`src/rtl/step_dir_decoder.sv`:
```
// Step/direction receiver: synchronizes STEP/DIR, tracks signed position, counts steps per move,
// checks STEP high/low widths and flags move completion after an idle gap.
module step_dir_decoder #(
  parameter int MIN_HIGH_CYCLE = 5000,
  parameter int MIN_LOW_CYCLE  = 5000,
  parameter int IDLE_TIMEOUT   = 40000
) (
  input  logic        i_Clk,
  input  logic        i_rst_n,
  input  logic        i_step,
  input  logic        i_direction,
  input  logic        i_clear,
  input  logic        i_load,
  input  logic [31:0] i_load_pos,
  output logic [31:0] o_position,
  output logic [31:0] o_step_count,
  output logic [31:0] o_move_steps,
  output logic        o_moving,
  output logic        o_move_done,
  output logic        o_err_high,
  output logic        o_err_low
);

  // state  | meaning
  // S_IDLE | no move in progress, waiting for the first step
  // S_HIGH | STEP high, measuring high width
  // S_LOW  | STEP low inside a move, measuring gap / idle timeout
  typedef enum logic [1:0] {S_IDLE, S_HIGH, S_LOW} state_t;

  localparam logic [19:0] MIN_H  = 20'(MIN_HIGH_CYCLE);
  localparam logic [19:0] MIN_L  = 20'(MIN_LOW_CYCLE);
  localparam logic [19:0] IDLE_T = 20'(IDLE_TIMEOUT);

  state_t      state, state_next;
  logic        step_m, step_s, step_d;
  logic        dir_m, dir_s;
  logic [1:0]  fill;
  logic        armed;
  logic [19:0] cnt;
  logic        edge_rise, edge_fall, rise;
  logic        first, counted, set_eh, set_el, done;

  assign edge_rise = step_s & ~step_d;
  assign edge_fall = ~step_s & step_d;
  assign rise      = edge_rise & armed;

  // fill marks when step_s carries real input data, so a STEP held high through reset never arms
  always_ff @(posedge i_Clk or negedge i_rst_n) begin
    if (!i_rst_n) begin
      step_m <= 1'b0;
      step_s <= 1'b0;
      step_d <= 1'b0;
      dir_m  <= 1'b0;
      dir_s  <= 1'b0;
      fill   <= 2'b00;
      armed  <= 1'b0;
      cnt    <= 20'd0;
    end else begin
      step_m <= i_step;
      step_s <= step_m;
      step_d <= step_s;
      dir_m  <= i_direction;
      dir_s  <= dir_m;
      fill   <= {fill[0], 1'b1};
      armed  <= armed | (fill[1] & ~step_s);
      if (edge_rise || edge_fall)
        cnt <= 20'd1;
      else if (cnt != '1)
        cnt <= cnt + 20'd1;
    end
  end

  always_comb begin
    state_next = state;
    first      = 1'b0;
    counted    = 1'b0;
    set_eh     = 1'b0;
    set_el     = 1'b0;
    done       = 1'b0;
    case (state)
      S_IDLE: begin
        if (rise) begin
          state_next = S_HIGH;
          first      = 1'b1;
          counted    = 1'b1;
        end
      end
      S_HIGH: begin
        if (edge_fall) begin
          state_next = S_LOW;
          set_eh     = (cnt < MIN_H);
        end
      end
      S_LOW: begin
        if (rise) begin
          state_next = S_HIGH;
          counted    = 1'b1;
          set_el     = (cnt < MIN_L);
        end else if (cnt >= IDLE_T) begin
          state_next = S_IDLE;
          done       = 1'b1;
        end
      end
      default: state_next = S_IDLE;
    endcase
  end

  always_ff @(posedge i_Clk or negedge i_rst_n) begin
    if (!i_rst_n) begin
      state        <= S_IDLE;
      o_position   <= 32'd0;
      o_step_count <= 32'd0;
      o_move_steps <= 32'd0;
      o_moving     <= 1'b0;
      o_move_done  <= 1'b0;
      o_err_high   <= 1'b0;
      o_err_low    <= 1'b0;
    end else begin
      state       <= state_next;
      o_move_done <= done;

      if (first)
        o_moving <= 1'b1;
      else if (done)
        o_moving <= 1'b0;

      // a load in the same cycle as a step wins over the position update
      if (i_load)
        o_position <= i_load_pos;
      else if (counted)
        o_position <= dir_s ? o_position + 32'd1 : o_position - 32'd1;

      if (first)
        o_step_count <= 32'd1;
      else if (counted)
        o_step_count <= o_step_count + 32'd1;
      else if (i_clear)
        o_step_count <= 32'd0;

      if (done)
        o_move_steps <= o_step_count;
      else if (i_clear)
        o_move_steps <= 32'd0;

      if (set_eh)
        o_err_high <= 1'b1;
      else if (i_clear)
        o_err_high <= 1'b0;

      if (set_el)
        o_err_low <= 1'b1;
      else if (i_clear)
        o_err_low <= 1'b0;
    end
  end

endmodule

```
`config.mk`:
```
export PLATFORM = sky130hd
export DESIGN_NAME = step_dir_decoder
export DESIGN_NICKNAME = d
export VERILOG_FILES = /design/src/rtl/step_dir_decoder.sv
export SDC_FILE = /design/constraint.sdc
export NUM_CORES = 1
export LEC_CHECK = 0
export CAP_MARGIN = 15
export CORE_MARGIN = 1
export CORE_UTILIZATION = 37
export CTS_CLUSTER_DIAMETER = 200
export CTS_CLUSTER_SIZE = 8
export DETAILED_ROUTE_END_ITERATION = 12
export PLACE_DENSITY = 0.64
export SLEW_MARGIN = 20
export SYNTH_ARGS = -nofsm -noshare
export SYNTH_HDL_FRONTEND = slang
export SYNTH_SLANG_ARGS = --single-unit
```
`constraint.sdc`:
```
create_clock -name i_Clk -period 6.35 [get_ports i_Clk]
set_input_delay 0.9525 -clock i_Clk [delete_from_list [all_inputs] [get_ports i_Clk]]
set_output_delay 0.9525 -clock i_Clk [all_outputs]
set_load 0.1 [all_outputs]
```
==> flow_summary.toml <==
[critical_path]
path_max_fanout = 30
max_stage_delay_ns = 0.80
crit_path_start = "dir_s$_DFF_PN0_"
cp_top_family = "compound AO/OA/AOI/OAI gates"
timing.rr.end = "o_position[29]$_DFFE_PN0P_"
worstSetupPathType = "reg -> reg"
crit_slowest_cell = "inv_1"
regToRegSetupSlack_ns = 2.52
reg2reg_depth = 11
worstPathBufferInverterCount = 1
cp.required_ns = 6.62
startpoint_type = "register"
critPathArrivalTime_ns = 4.10
critPathCaptureType = "register"
setup.worst_path.end = "o_position[29]$_DFFE_PN0P_"
crit_path_cell_trace = "inv_1, ha_1, a21o_1, a311o_1, a221oi_2, o21ai_2, a41oi_4, o211ai_1, a41oi_1, xor2_1, o221ai_1"
worst-path-stages = 11
reg2reg_from = "dir_s$_DFF_PN0_"

[timing]
clock_skew_ns = 0.0145
setup_tns_ns = 0
finalCritPeriodShare = 0.603
report.final.slew_viol_count = 0
setup_viol = 0
max-slew-margin-rel = 0.275
worstMarginPinSlew_ns = 1.09
hold_viol_final = 0
fin_ws_ns = 2.52
clock.fmax_mhz = 261
period_needed_ns = 3.83
rsz0062_at_grt = "false"

[die]
fp.dieW_um = 144
pin_count = 138
num_rows = 51
dieHeight_um = 144
core_area_sq_mm = 0.0195
start_util = 0.380
die_area_sq_mm = 0.0206

[clock_network]
clkTransAtPathRegs_ns = 0.06
cts_htree_levels = 4
post_cts_buffers = 0
clk_latency_ns = 0.43
cts_hold_buf = 0
cts_tree = "built"
clockRootBuffer = "clkbuf_16"
cts_resized = 0
clock_sinks = 130
cts_buffer_depth = 2
cts_made_buffers = 17

[drt]
drt_iter0_markers = 382
vias = 6514
route.detailed.drc = 0
drt-vias-per-instance = 5.21
wl_per_cell_um = 15.3
dr.pass1.iters = 5
wirelength_mm = 19.1
ant_nets = 0

[placement]
dp_hpwl_mm = 12.7
dp_slack_ns = 2.58
gp_congestion = 0.855
io_buffers = 137

[logic_synthesis]
synth_common_cells = "dfrtp_1, o21ai_0, nand2_1, nor2_1, a21oi_1"
synthCells = 847
ys.warnings.count = 0
synth_edf_count = 0
postSynthAreaPerCell_sq_um = 8.75
seq_area_frac_synth = 0.439
syn_nets = 920
synth_top_area_frac = 0.439
ys.flop_type = "dfrtp_1"
ys_ff_latch = 130
ys_types = 59
async_flop_share = 1.00
synthTopCellsByArea = "dfrtp_1, o21ai_0, ha_1"
yosysTopAreaCell = "dfrtp_1"
synth_area_sq_mm = 0.00741

[global_route]
antenna_found_initial = 0
grt_pass1_wl_mm = 31.3
gr-total-overflow = 0
grt_max_degree = 83
grt_pass1_vias = 6143
track_usage = 0.193

[finish]
fin_nets = 1046
multi_input_area_sq_mm = 0.00397
layout-drive-gt1-share = 0.0527
diodes = 0
fill_cells = 1870
regArea_sq_mm = 0.00325
area_growth_pct = 30.4

[pwr]
leakage_nw = 4.06
peakVddDrop_uv = 172
power_density_mw_per_mm2 = 290
fin_total_pwr_mw = 2.81

[outcome]
status = "complete, no violations"

[worst_hold_path]
min_path_type = "reg -> reg"

[run]
drv_cap = 0
[cell usage in the layout (no fill, tap or decap), types with 18 or more instances in the layout]
cell type,n
nand3_1,26
clkdlybuf4s50_1,135
nand2_1,106
xnor2_1,20
xor2_1,21
dfrtp_1,130
nand4_1,19
nand2b_1,38
and3_1,18
ha_1,34
a21oi_1,56
o21ai_0,130
nor2_1,65
[state kept, by name, indices dropped and copies added, names as in the netlist]
signal,cells
o_moving,1
fill,2
step_s,1
o_step_count,32
o_err_high,1
step_m,1
o_err_low,1
state,2
o_position,32
o_move_done,1
step_d,1
o_move_steps,32
dir_m,1
cnt,20
armed,1
dir_s,1
[through the flow]
step	instances	utilization	instance area, sq um	hold slack, ns
finish	1251	0.495	9660	0.345
global route	1251	0.495	9660	0.350
CTS	1251	0.495	9660	0.345
detailed placement	1219	0.463	9030	0.335
global placement	1219	0.463	9030	0.332
floorplan	847	-	7410	0.331
[routing by layer]
metal	global-route usage	wire length, um	vias to the layer above
met5	0	0	-
met4	0.0521	139	0
met3	0.0490	1030	16
met2	0.309	8820	143
met1	0.257	9160	3086
li1	-	-	3269
[area by class of cell]
class | instances | area share
Sequential cell | 130 | 0.337
Clock inverter | 10 | 0.0155
Clock buffer | 22 | 0.0491
Inverter | 15 | 0.00583
Tap cell | 265 | 0.0343
Multi-Input combinational cell | 665 | 0.411
Timing Repair Buffer | 144 | 0.147
[power by group]
part           internal (mW)  switching, mW
logic                  0.270          0.575
registers              0.877         0.0548
clock network          0.653          0.376
[kinds of logic (layout without fill, tap and decap cells)]
group,after synthesis,after routing,share of synthesized area
and+or+nand+nor,323,323,0.212
AOI/OAI and AO/OA,253,253,0.197
DFF,130,130,0.439
buffers and inverters,52,191,0.0265
xor gates and xnor gates,41,41,0.0485
adders and majority gates,35,35,0.0601
muxes,12,12,0.0167
other,1,1,0.000506
[worst min path at each step]
stage / to / depth (start not counted) / from
after detailed placement: dir_s$_DFF_PN0_ / 0 / dir_m$_DFF_PN0_
final: step_s$_DFF_PN0_ / 0 / step_m$_DFF_PN0_
after global placement: fill[1]$_DFF_PN0_ / 0 / fill[0]$_DFF_PN0_
after global routing: step_s$_DFF_PN0_ / 0 / step_m$_DFF_PN0_
after CTS: step_s$_DFF_PN0_ / 0 / step_m$_DFF_PN0_
after floorplan: dir_s$_DFF_PN0_ / 0 / dir_m$_DFF_PN0_
Power figures use the tool's default switching activity.
